[src/rtl/gbc_gamepak_pkg.sv]
// -----------------------------------------------------------------------------
// gbc_gamepak_pkg
//
// Shared types and constants for the cartridge-side GamePak bus responder:
//   - state_e  : responder FSM states
//   - region_e : decoded address region of a console access
//   - ROM_END / SRAM_BASE / SRAM_END : region boundaries
//   - decode_region() : maps a console address + CS_n to a region
// -----------------------------------------------------------------------------
package gbc_gamepak_pkg;

    typedef enum logic [1:0] {
        IDLE,
        SETTLE,
        RREQ,
        WREQ
    } state_e;

    typedef enum logic [1:0] {
        NONE,
        ROM,
        SRAM
    } region_e;

    localparam logic [15:0] ROM_END   = 16'h7FFF;
    localparam logic [15:0] SRAM_BASE = 16'hA000;
    localparam logic [15:0] SRAM_END  = 16'hBFFF;

    // ROM answers regardless of CS_n; cartridge SRAM only while CS_n is low.
    function automatic region_e decode_region(input logic [15:0] addr,
                                              input logic        cs_n);
        region_e r;
        r = NONE;
        if (addr <= ROM_END) begin
            r = ROM;
        end else if ((addr >= SRAM_BASE) && (addr <= SRAM_END) && !cs_n) begin
            r = SRAM;
        end
        return r;
    endfunction

endpackage

[src/rtl/gbc_pak_synchronizer.sv]
// -----------------------------------------------------------------------------
// gbc_pak_synchronizer
//
// Two-flop synchronizer for a bundle of asynchronous cartridge-edge pins.
// Each bit has its own reset value so idle-high strobes come out of reset
// inactive.
//
// Ports:
//   clk    in   core clock
//   rst_n  in   asynchronous active-low reset
//   d      in   WIDTH raw asynchronous inputs
//   q      out  WIDTH synchronized outputs (two clk cycles of latency)
// -----------------------------------------------------------------------------
module gbc_pak_synchronizer #(
    parameter int               WIDTH       = 27,
    parameter logic [WIDTH-1:0] RESET_VALUE = '0
) (
    input  logic             clk,
    input  logic             rst_n,
    input  logic [WIDTH-1:0] d,
    output logic [WIDTH-1:0] q
);

    logic [WIDTH-1:0] meta;

    always_ff @(posedge clk or negedge rst_n) begin
        if (!rst_n) begin
            meta <= RESET_VALUE;
            q    <= RESET_VALUE;
        end else begin
            // NOTE: non-blocking assignments make meta and q two distinct
            // flop stages; blocking here would collapse them into one.
            meta <= d;
            q    <= meta;
        end
    end

endmodule

[src/rtl/gbc_gamepak_responder.sv]
// -----------------------------------------------------------------------------
// gbc_gamepak_responder
//
// Cartridge-side responder for the Game Boy GamePak bus. Samples the console's
// asynchronous pins, qualifies reads (address/CS must be stable for
// STABLE_CYCLES) and writes (WR_n rising edge), and turns each into a single
// Wishbone-style request to the backing ROM/SRAM/mapper fabric. Read data is
// held and driven back to the console while the same address stays selected.
//
// Ports:
//   clk           in   core clock
//   rst_n         in   asynchronous active-low reset
//   pak_address   in   console address pins (async)
//   pak_data_in   in   console data pins, write data (async)
//   pak_rd_n      in   console RD, active low (async)
//   pak_wr_n      in   console WR, active low (async)
//   pak_cs_n      in   console SRAM chip select, active low (async)
//   pak_data_out  out  read data to the console
//   pak_data_oe   out  drive enable for pak_data_out
//   mem_addr      out  request address (raw console address)
//   mem_ram       out  1 = SRAM region, 0 = ROM region
//   mem_we        out  write request
//   mem_data_out  out  write data
//   mem_cyc       out  request active, held until ack or timeout
//   mem_stb       out  request strobe, same timing as mem_cyc
//   mem_data_in   in   read data, valid with mem_ack
//   mem_ack       in   single-cycle completion
//   timeout_err   out  sticky: a request timed out
//   overrun       out  sticky: a pending write was overwritten
// -----------------------------------------------------------------------------
module gbc_gamepak_responder #(
    parameter int STABLE_CYCLES  = 4,
    parameter int TIMEOUT_CYCLES = 255
) (
    input  logic        clk,
    input  logic        rst_n,
    input  logic [15:0] pak_address,
    input  logic [7:0]  pak_data_in,
    input  logic        pak_rd_n,
    input  logic        pak_wr_n,
    input  logic        pak_cs_n,
    output logic [7:0]  pak_data_out,
    output logic        pak_data_oe,
    output logic [15:0] mem_addr,
    output logic        mem_ram,
    output logic        mem_we,
    output logic [7:0]  mem_data_out,
    output logic        mem_cyc,
    output logic        mem_stb,
    input  logic [7:0]  mem_data_in,
    input  logic        mem_ack,
    output logic        timeout_err,
    output logic        overrun
);

    import gbc_gamepak_pkg::*;

    localparam logic [3:0]  SETTLE_LAST  = 4'(STABLE_CYCLES - 1);
    localparam logic [7:0]  TIMEOUT_LAST = 8'(TIMEOUT_CYCLES - 1);
    // Bundle order {cs_n, wr_n, rd_n, data, address}: strobes idle high.
    localparam logic [26:0] SYNC_RESET   = {3'b111, 8'h00, 16'h0000};

    // ------------------------------------------------------------------
    // Pin synchronization
    // ------------------------------------------------------------------
    logic [26:0] sync_bus;
    logic [15:0] s_addr;
    logic [7:0]  s_data;
    logic        s_rd_n;
    logic        s_wr_n;
    logic        s_cs_n;

    gbc_pak_synchronizer #(
        .WIDTH       (27),
        .RESET_VALUE (SYNC_RESET)
    ) u_sync (
        .clk   (clk),
        .rst_n (rst_n),
        .d     ({pak_cs_n, pak_wr_n, pak_rd_n, pak_data_in, pak_address}),
        .q     (sync_bus)
    );

    assign {s_cs_n, s_wr_n, s_rd_n, s_data, s_addr} = sync_bus;

    region_e cur_region;
    logic    cur_mapped;

    assign cur_region = decode_region(s_addr, s_cs_n);
    assign cur_mapped = (cur_region != NONE);

    // ------------------------------------------------------------------
    // Write capture (independent of the FSM)
    // ------------------------------------------------------------------
    logic        prev_wr_n;
    logic        write_pending;
    logic [15:0] wr_addr;
    logic [7:0]  wr_data;
    region_e     wr_region;
    logic        wr_rise;
    logic        take_write;
    logic        wp_clear;

    state_e      state;
    logic [7:0]  tcnt;
    logic        t_expired;

    assign wr_rise    = ~prev_wr_n & s_wr_n;
    // The FSM may consume a write in the same cycle its edge is detected.
    assign take_write = write_pending | wr_rise;
    assign t_expired  = (tcnt == TIMEOUT_LAST);

    assign wp_clear = ((state == IDLE) && take_write && (wr_region == NONE)) ||
                      ((state == WREQ) && (mem_ack || t_expired));

    always_ff @(posedge clk or negedge rst_n) begin
        if (!rst_n) begin
            prev_wr_n     <= 1'b1;
            write_pending <= 1'b0;
            wr_addr       <= '0;
            wr_data       <= '0;
            wr_region     <= NONE;
            overrun       <= 1'b0;
        end else begin
            prev_wr_n <= s_wr_n;
            if (!s_wr_n) begin
                wr_addr   <= s_addr;
                wr_data   <= s_data;
                wr_region <= cur_region;
            end
            if (wr_rise) begin
                // A new edge always wins over a clear; a write is lost only
                // when the previous one is still waiting and not completing.
                write_pending <= 1'b1;
                if (write_pending && !wp_clear) begin
                    overrun <= 1'b1;
                end
            end else if (wp_clear) begin
                write_pending <= 1'b0;
            end
        end
    end

    // ------------------------------------------------------------------
    // Request FSM, read hold and registered outputs
    // ------------------------------------------------------------------
    logic [3:0]  settle_cnt;
    logic [15:0] settle_addr;
    logic        settle_cs_n;
    logic [15:0] held_addr;
    logic        hold_valid;
    logic        read_start;

    assign read_start = ~s_rd_n & s_wr_n & cur_mapped &
                        (~hold_valid | (s_addr != held_addr));

    always_ff @(posedge clk or negedge rst_n) begin
        if (!rst_n) begin
            state        <= IDLE;
            settle_cnt   <= '0;
            settle_addr  <= '0;
            settle_cs_n  <= 1'b1;
            tcnt         <= '0;
            held_addr    <= '0;
            hold_valid   <= 1'b0;
            pak_data_out <= 8'hFF;
            pak_data_oe  <= 1'b0;
            mem_addr     <= '0;
            mem_ram      <= 1'b0;
            mem_we       <= 1'b0;
            mem_data_out <= '0;
            mem_cyc      <= 1'b0;
            mem_stb      <= 1'b0;
            timeout_err  <= 1'b0;
        end else begin
            pak_data_oe <= hold_valid & ~s_rd_n & s_wr_n &
                           (s_addr == held_addr) & cur_mapped;

            case (state)
                IDLE: begin
                    if (take_write) begin
                        // Unmapped writes are dropped via wp_clear.
                        if (wr_region != NONE) begin
                            state        <= WREQ;
                            mem_addr     <= wr_addr;
                            mem_data_out <= wr_data;
                            mem_ram      <= (wr_region == SRAM);
                            mem_we       <= 1'b1;
                            mem_cyc      <= 1'b1;
                            mem_stb      <= 1'b1;
                            tcnt         <= '0;
                        end
                    end else if (read_start) begin
                        state       <= SETTLE;
                        settle_cnt  <= '0;
                        settle_addr <= s_addr;
                        settle_cs_n <= s_cs_n;
                    end
                end

                SETTLE: begin
                    if (s_rd_n || !s_wr_n) begin
                        state <= IDLE;
                    end else if ((s_addr != settle_addr) || (s_cs_n != settle_cs_n)) begin
                        settle_cnt  <= '0;
                        settle_addr <= s_addr;
                        settle_cs_n <= s_cs_n;
                        // Settled onto an unmapped or already-held address.
                        if (!read_start) begin
                            state <= IDLE;
                        end
                    end else if (settle_cnt == SETTLE_LAST) begin
                        state    <= RREQ;
                        mem_addr <= s_addr;
                        mem_ram  <= (cur_region == SRAM);
                        mem_we   <= 1'b0;
                        mem_cyc  <= 1'b1;
                        mem_stb  <= 1'b1;
                        tcnt     <= '0;
                    end else begin
                        settle_cnt <= settle_cnt + 4'd1;
                    end
                end

                RREQ: begin
                    if (mem_ack || t_expired) begin
                        // A timed-out read is still held, returning 0xFF
                        // like an empty bus, so the console is not re-served.
                        pak_data_out <= mem_ack ? mem_data_in : 8'hFF;
                        held_addr    <= mem_addr;
                        hold_valid   <= 1'b1;
                        if (!mem_ack) begin
                            timeout_err <= 1'b1;
                        end
                        mem_cyc <= 1'b0;
                        mem_stb <= 1'b0;
                        state   <= IDLE;
                    end else begin
                        tcnt <= tcnt + 8'd1;
                    end
                end

                WREQ: begin
                    if (mem_ack || t_expired) begin
                        if (!mem_ack) begin
                            timeout_err <= 1'b1;
                        end
                        mem_cyc <= 1'b0;
                        mem_stb <= 1'b0;
                        mem_we  <= 1'b0;
                        state   <= IDLE;
                    end else begin
                        tcnt <= tcnt + 8'd1;
                    end
                end

                default: state <= IDLE;
            endcase

            // A write may switch mapper banks, so held read data is stale.
            if (!s_wr_n) begin
                hold_valid <= 1'b0;
            end
        end
    end

endmodule

[config.mk]
export PLATFORM = sky130hd
export DESIGN_NAME = gbc_gamepak_responder
export DESIGN_NICKNAME = d
export VERILOG_FILES = /design/src/rtl/gbc_gamepak_pkg.sv /design/src/rtl/gbc_pak_synchronizer.sv /design/src/rtl/gbc_gamepak_responder.sv
export SDC_FILE = /design/constraint.sdc
export NUM_CORES = 1
export LEC_CHECK = 0
export CAP_MARGIN = 20
export CORE_UTILIZATION = 40
export DETAILED_ROUTE_END_ITERATION = 10
export HOLD_SLACK_MARGIN = 0.15
export PLACE_DENSITY = 0.61
export REMOVE_ABC_BUFFERS = 1
export SYNTH_ARGS = -nofsm -noshare
export SYNTH_HDL_FRONTEND = slang
export SYNTH_HIERARCHICAL = 1
export SYNTH_SLANG_ARGS = --single-unit
[constraint.sdc]
create_clock -name clk -period 4.1 [get_ports clk]
set_input_delay 1.025 -clock clk [delete_from_list [all_inputs] [get_ports clk]]
set_output_delay 1.025 -clock clk [all_outputs]
set_load 0.05 [all_outputs]
==> results.ini, run 1 <==
[outcome]
status = completed

[synth]
synth_flop_cell = dfrtp_1
synth_edf_count = 0
synth_area_leaders = dfrtp_1 57%, mux2_2 8.8%, dfstp_2 6.4%
synth.top_cell.area_share_pct = 57.5
synth-adder-area-share_pct = 0.567
syn-instance-count = 493
ys_async_sr_fraction_pct = 100
yosys_warnings = 6
synthXorXnorAreaFrac_pct = 4.61
synth-seq-cells = 168
syn_area_sq_mm = 0.00662
ys_types = 56
synth_top_family_by_area = multiplexers
synth_top_cell_by_area = dfrtp_1
synth_compound_area_share_pct = 5.92
synthMuxAreaShare_pct = 13.6
seq_area_frac_synth_pct = 63.8
yosys.area_share.simple_pct = 9.42
avgSynthCellArea_sq_um = 13.4

[routing]
vias = 3967
wl_met2_mm = 5.85
drtIter0Drc = 289
met3_length_microns = 467
drc = 0
antenna_left = 0
wire_per_inst_microns = 15.2
drt_pre_antenna_iters = 6
wl_met1_mm = 5.71
top_layer = met4
wl_mm = 12.2
avgViaCountPerCell = 4.93

[floorplan]
start_util_pct = 41.4
die_y_microns = 131
dieArea_sq_mm = 0.0171
rows = 46
io_pins = 77
die_w_microns = 131
core_sq_mm = 0.0160

[sta]
tightestPinTransition_ns = 1.07
fin_tns_setup_ns = 0
finalHoldViolations = 0
drv_slew = 0
fin_crit_ns = 2.87
finalCritPeriodShare_pct = 69.9
fmax_mhz = 349
rsz0062_at_grt = no
finalSetupViolations = 0
setup_slack_ns = 1.23
fin_skew_ns = 0.0115
slew_headroom_pct = 27.9

[clock_tree]
clk_latency_ns = 0.43
cts_tree = built
numCtsBuffers = 17
numClockSinks = 168
ctsResizeCount = 0
post_cts_buffers = 0
clk_pin_slew_worst_paths_ns = 0.06
htreeDepth = 4
clockBufferDepth = 2
cts_root_buf = clkbuf_16
postCtsHoldBufs = 0

[worst_setup_path]
crit_type = primary input to register
critPathLaunchType = primary input
path_max_fanout = 12
cp-end-kind = register
cp.required_ns = 4.42
max_stage_delay_ns = 0.62
cp_cell_sequence = clkdlybuf4s50_1 > nand3b_1 > and3_1 > o211ai_1 > nor2_1 > mux2i_1 > a21o_1
critPathSlowestCell = clkdlybuf4s50_1
arrival_ns = 3.18

[final_layout]
fin_cells = 804
drive_gt1_share_pct = 21.1
layout_common_cells = 152 x dfrtp_1, 75 x clkdlybuf4s50_1, 52 x mux2_2
num_antenna_cells = 0
fin_util_pct = 51.4
nets = 616
seq_area_sq_mm = 0.00422
multi_input_area_sq_mm = 0.00226
area_growth_pct = 24.3
layout_commonest_cell = dfrtp_1
nFillCells = 1398

[grt]
grt_pass1_vias = 4026
grt_max_degree = 73
grt_pass1_wl_mm = 20.4
track_usage_pct = 16.0
antenna_found_initial = 0
overflow = 0

[run]
max_cap_viol_count = 0

[power]
internal_power_uw = 4010
power.leakage_uw = 0.00341
p_switching_uw = 2340
p_total_uw = 6350
power_frac_seq_pct = 38.5
p_sw_share_pct = 36.9
clockPowerShare_pct = 25.9
p_per_area_mw_per_mm2 = 772
combPwrFrac_pct = 35.5
peakVddDrop_mv = 0.387

[placement]
dp.final_hpwl_mm = 8.24
post-place-ws_ns = 0.792
io_buffers = 76
place.gp.congestion = 0.770
dp.cells = 772

[worst_hold_path]
worstHoldPathType = register to register

[synth_stat cells, types with 2 or more instances]
cell type	number
nand2_1	30
xnor2_1	13
or4_1	5
and3_1	4
nor2_1	25
nor3_1	5
nor2b_1	11
a21o_1	2
a21oi_1	23
mux2_1	11
nor3b_1	2
o21ai_0	19
buf_1	2
ha_1	3
inv_1	7
dfstp_2	16
mux2i_1	19
o31ai_1	5
dfrtp_1	152
buf_2	4
o211ai_1	3
nor4_1	3
nand3_1	6
nand4_1	6
xor2_1	20
or2_2	3
o21ai_1	2
nor4_2	2
mux2_2	52
buf_6	3
clkbuf_1	10
[metrics by stage]
stage	hold WS, ns	cell area, sq um
5_1_grt	0.355	8230
2_1_floorplan	0.331	6510
3_5_place_dp	0.335	7620
6_report	0.343	8230
3_3_place_gp	0.332	7620
4_1_cts	0.346	8230
[area by class of cell]
| class | count | share of cell area [%] |
|---|---|---|
| multi-input cells | 297 | 27.5 |
| inverters | 8 | 0.365 |
| clock buffers | 19 | 5.38 |
| flip-flops and latches | 168 | 51.3 |
| repair buffers | 83 | 10.1 |
| well taps | 216 | 3.29 |
| clock inverters | 13 | 2.04 |
[final timing paths]
| kind | from | to | slack (ns) | cells after the start |
|---|---|---|---|---|
| worst max-delay path | mem_ack | tcnt[1]$_DFFE_PN0P_ | 1.23 | 7 |
| worst min-delay path | u_sync/meta[2]$_DFF_PN0_ | u_sync/q[2]$_DFF_PN0_ | 0.34 | 0 |
| worst max register to register | u_sync/q[8]$_DFF_PN0_ | settle_addr[7]$_DFFE_PN0P_ | 1.27 | 7 |
| worst min register to register | u_sync/meta[2]$_DFF_PN0_ | u_sync/q[2]$_DFF_PN0_ | 0.34 | 0 |
| max in group asynchronous | rst_n | prev_wr_n$_DFF_PN1_ | 2.71 | 2 |
| min in group asynchronous | rst_n | u_sync/meta[8]$_DFF_PN0_ | 0.58 | 1 |
[registers in the layout, indices dropped and copies added (netlist names), 4 cells and up]
register,flops
pak_data_out,8
wr_addr,16
held_addr,16
mem_data_out,8
u_sync/meta,27
u_sync/q,27
tcnt,8
settle_cnt,4
mem_addr,16
settle_addr,16
wr_data,8
[worst max-delay path: cells and delay by family]
| kind | cells | cell delay (ns) |
|---|---|---|
| compound gates | 2 | 0.33 |
| mux | 1 | 0.16 |
| simple gates | 3 | 1.03 |
| buf+inv | 1 | 0.62 |
[logic make-up (layout without fill, tap and decap cells)]
kind of cell	count (synthesis)	after routing
XOR/XNOR	34	34
flip-flops	168	168
AO/OA/AOI/OAI	65	65
adder cells (fa/ha/maj)	3	3
buffers and inverters	28	123
AND/OR/NAND/NOR	113	113
multiplexers	82	82
[metal layers]
layer | track usage [%] | up-vias
met4 | 6.69 | 0
met1 | 21.6 | 1999
met5 | 0 | -
li1 | - | 1874
met2 | 25.1 | 83
met3 | 3.50 | 11
[power by group through the flow]
stage / logic [uW] / clock network [uW] / registers, uW
3_3_place_gp: 2240 / 0 / 2460
5_1_grt: 2450 / 1760 / 2510
6_report: 2260 / 1650 / 2450
2_1_floorplan: 969 / 0 / 3040
4_1_cts: 2290 / 1680 / 2460
3_5_place_dp: 2280 / 0 / 2480
No activity file was read; power rests on OpenSTA's default activity.
==> run 2: changes to the inputs <==
- PLACE_DENSITY: 0.61 -> 0.64
- clock period: 4.1 -> 2.5 ns (I/O delays scaled with it)
==> run 2 against run 1 <==
Net effect: the run now ends with negative setup slack left; hold slack got worse by 0.19 ns; clock power increased by 53%; setup slack got worse by 1.2 ns; sequential cell count unchanged; first-iteration DRC count decreased by 31%; core utilization increased by 3.6 points; sequential power increased by 62%; final cell count increased by 5.7%; via count increased by 4.4%; count of clock-buffer cells in the layout increased by 2; highest routed layer unchanged.
==> results.ini, run 2 (same netlist as run 1, synthesis figures left out) <==
[outcome]
status = finished with violations
violations = negative setup slack

[worst_setup_path]
cp_top_family = simple AND/OR/NAND/NOR gates
cp_num_buf_inv = 2  ; +1
path_max_fanout = 6  ; -6
cp_cell_sequence = buf_6 > xnor2_2 > nand4_1 > nor4_4 > buf_4 > nand3_4 > or3_4 > a21oi_4 > o31ai_1 > a21oi_2
cp-end-kind = register
cp.required_ns = 2.85  ; -1.57 ns
crit_type = register to register
critPathLaunchType = register
max_stage_delay_ns = 0.47  ; -0.15 ns
arrival_ns = 2.87  ; -0.31 ns
critPathSlowestCell = or3_4

[power]
power_frac_seq_pct = 36.4  ; -2.1 points
p_per_area_mw_per_mm2 = 1240  ; +61%
combPwrFrac_pct = 40.4  ; +4.9 points
p_switching_uw = 4010  ; +71%
power.leakage_uw = 0.00374  ; +9.6%
peakVddDrop_mv = 0.629  ; +63%
p_sw_share_pct = 36.7  ; -0.17 points
internal_power_uw = 6910  ; +72%
clockPowerShare_pct = 23.2  ; -2.7 points

[grt]
grt_max_degree = 53  ; -27%
grt_pass1_vias = 4294  ; +6.7%
antenna_found_initial = 0  ; unchanged
grt_pass1_wl_mm = 21.3  ; +4.6%
overflow = 0  ; unchanged
track_usage_pct = 16.6  ; +0.57 points

[worst_hold_path]
worstHoldPathType = primary input to async pin

[floorplan]
start_util_pct = 41.4  ; unchanged
die_w_microns = 131  ; unchanged
dieArea_sq_mm = 0.0171  ; unchanged
die_y_microns = 131  ; unchanged
core_sq_mm = 0.0160  ; unchanged
rows = 46  ; unchanged
io_pins = 77  ; unchanged

[final_layout]
area_growth_pct = 33.0
layout_commonest_cell = dfrtp_1
top_regs = u_sync/meta (27), u_sync/q (27)
nets = 662  ; +7.5%
drive_gt1_share_pct = 30.9  ; +9.8 points
num_antenna_cells = 0  ; unchanged
layout_common_cells = 151 x dfrtp_1, 75 x clkdlybuf4s50_1, 47 x mux2_2
nFillCells = 1352  ; -3.3%

[clock_tree]
cts_root_buf = clkbuf_16
clk_pin_slew_worst_paths_ns = 0.06  ; about the same
cts_tree = built
numClockSinks = 168  ; unchanged
numCtsBuffers = 17  ; unchanged
htreeDepth = 4  ; unchanged
clk_latency_ns = 0.42  ; about the same
clockBufferDepth = 2  ; unchanged

[sta]
setup_slack_ns = -0.0123  ; -1.25 ns
rsz0062_at_grt = yes
fin_crit_ns = 2.51
drv_slew = 0  ; unchanged
fmax_mhz = 398
slew_headroom_pct = 29.2  ; +1.3 points
holdWs_ns = 0.151  ; -0.193 ns
finalCritPeriodShare_pct = 100
tightestPinTransition_ns = 1.05  ; -0.0198 ns
fin_tns_setup_ns = -0.0265  ; -0.0265 ns
fin_skew_ns = 0.00527  ; -0.00622 ns
finalHoldViolations = 0  ; unchanged
finalSetupViolations = 7  ; +7

[routing]
wire_per_inst_microns = 15.1  ; -0.49%
drt_pre_antenna_iters = 4  ; -2
avgViaCountPerCell = 4.87  ; -1.3%
antenna_left = 0  ; unchanged
drc = 0  ; unchanged
wl_mm = 12.9  ; +5.2%
drtIter0Drc = 199  ; -31%
vias = 4141  ; +4.4%

[placement]
io_buffers = 76  ; unchanged
place.gp.congestion = 0.821  ; +6.6%
post-place-ws_ns = -0.292  ; -1.08 ns
dp.final_hpwl_mm = 8.33  ; +1.2%

[run]
max_cap_viol_count = 0  ; unchanged

## run 2: changes by cell type in the layout (fill, tap and decap cells not counted), sizes merged
cell,change
bufinv,-1
a21oi,+1
buf,+44
clkbuf,+3
inv,-3
clkinvlp,+2
## run 2: power by group through the flow
stage,Sequential [uW],Combinational [uW],Clock [uW]
6_report,3980,4410,2530
3_3_place_gp,3980,3890,0
4_1_cts,3980,4340,2590
2_1_floorplan,4990,1590,0
3_5_place_dp,4020,3970,0
5_1_grt,4070,4750,2710
## run 2: area by class of cell
class	count	area [sq um]	area share [%]
clock inverter	11	123	1.39
tap	216	270	3.07
inverter	8	30.0	0.341
multi-input combinational	298	2440	27.7
sequential	168	4230	48.0
clock buffer	21	450	5.12
timing repair buffer	128	1260	14.3
## run 2: stage by stage
step / util (%) / power (uW) / area [sq um] / std cells
floorplan: - / 6580 / 6510 / 473
global placement: 49.2 / 7870 / 7870 / 799
detailed placement: 49.2 / 7990 / 7870 / 799
CTS: 54.3 / 10900 / 8700 / 845
global route: 55.0 / 11500 / 8800 / 850
finish: 55.0 / 10900 / 8800 / 850
## run 2: what timing repair did
item	4_1_cts	5_1_grt
gates resized for setup	29	18
buffers inserted	13	6
pin swaps	14	21
endpoints found under the setup margin	25	28
cloned	1	0
hold buffers	0	0
## run 2: worst paths after layout
path                                           start                        end  slack, ns  depth (start not counted)
setup / recovery               u_sync/q[2]$_DFF_PN0_        tcnt[4]$_DFFE_PN0P_      -0.01                         10
hold / removal                                 rst_n  u_sync/meta[11]$_DFF_PN0_       0.15                          1
setup reg to reg               u_sync/q[2]$_DFF_PN0_        tcnt[4]$_DFFE_PN0P_      -0.01                         10
hold reg to reg            u_sync/meta[23]$_DFF_PN0_     u_sync/q[23]$_DFF_PN0_       0.35                          0
max in group asynchronous                      rst_n  u_sync/meta[26]$_DFF_PN1_       1.64                          2
min in group clk           u_sync/meta[23]$_DFF_PN0_     u_sync/q[23]$_DFF_PN0_       0.35                          0
## run 2: worst register-to-register path, delay by kind of cell (launching register included)
family                 cells  cell delay, ns
AND/OR/NAND/NOR            4            1.07
buffers and inverters      2            0.32
XOR/XNOR                   1            0.11
AO/OA/AOI/OAI              3            0.54
flip-flops                 1            0.41
## run 2: per-layer routing
layer,wire length [microns],vias up,global-route usage (%)
li1,-,1986,-
met1,5970,2055,21.6
met2,6160,81,26.5
met3,476,19,3.75
met4,242,0,7.57
met5,0,-,0
==> run 3: changes to the inputs <==
- GPL_ROUTABILITY_DRIVEN: default -> 0
==> results of run 3 <==
Final layout, timing and power as in run 2 (identical DEF).
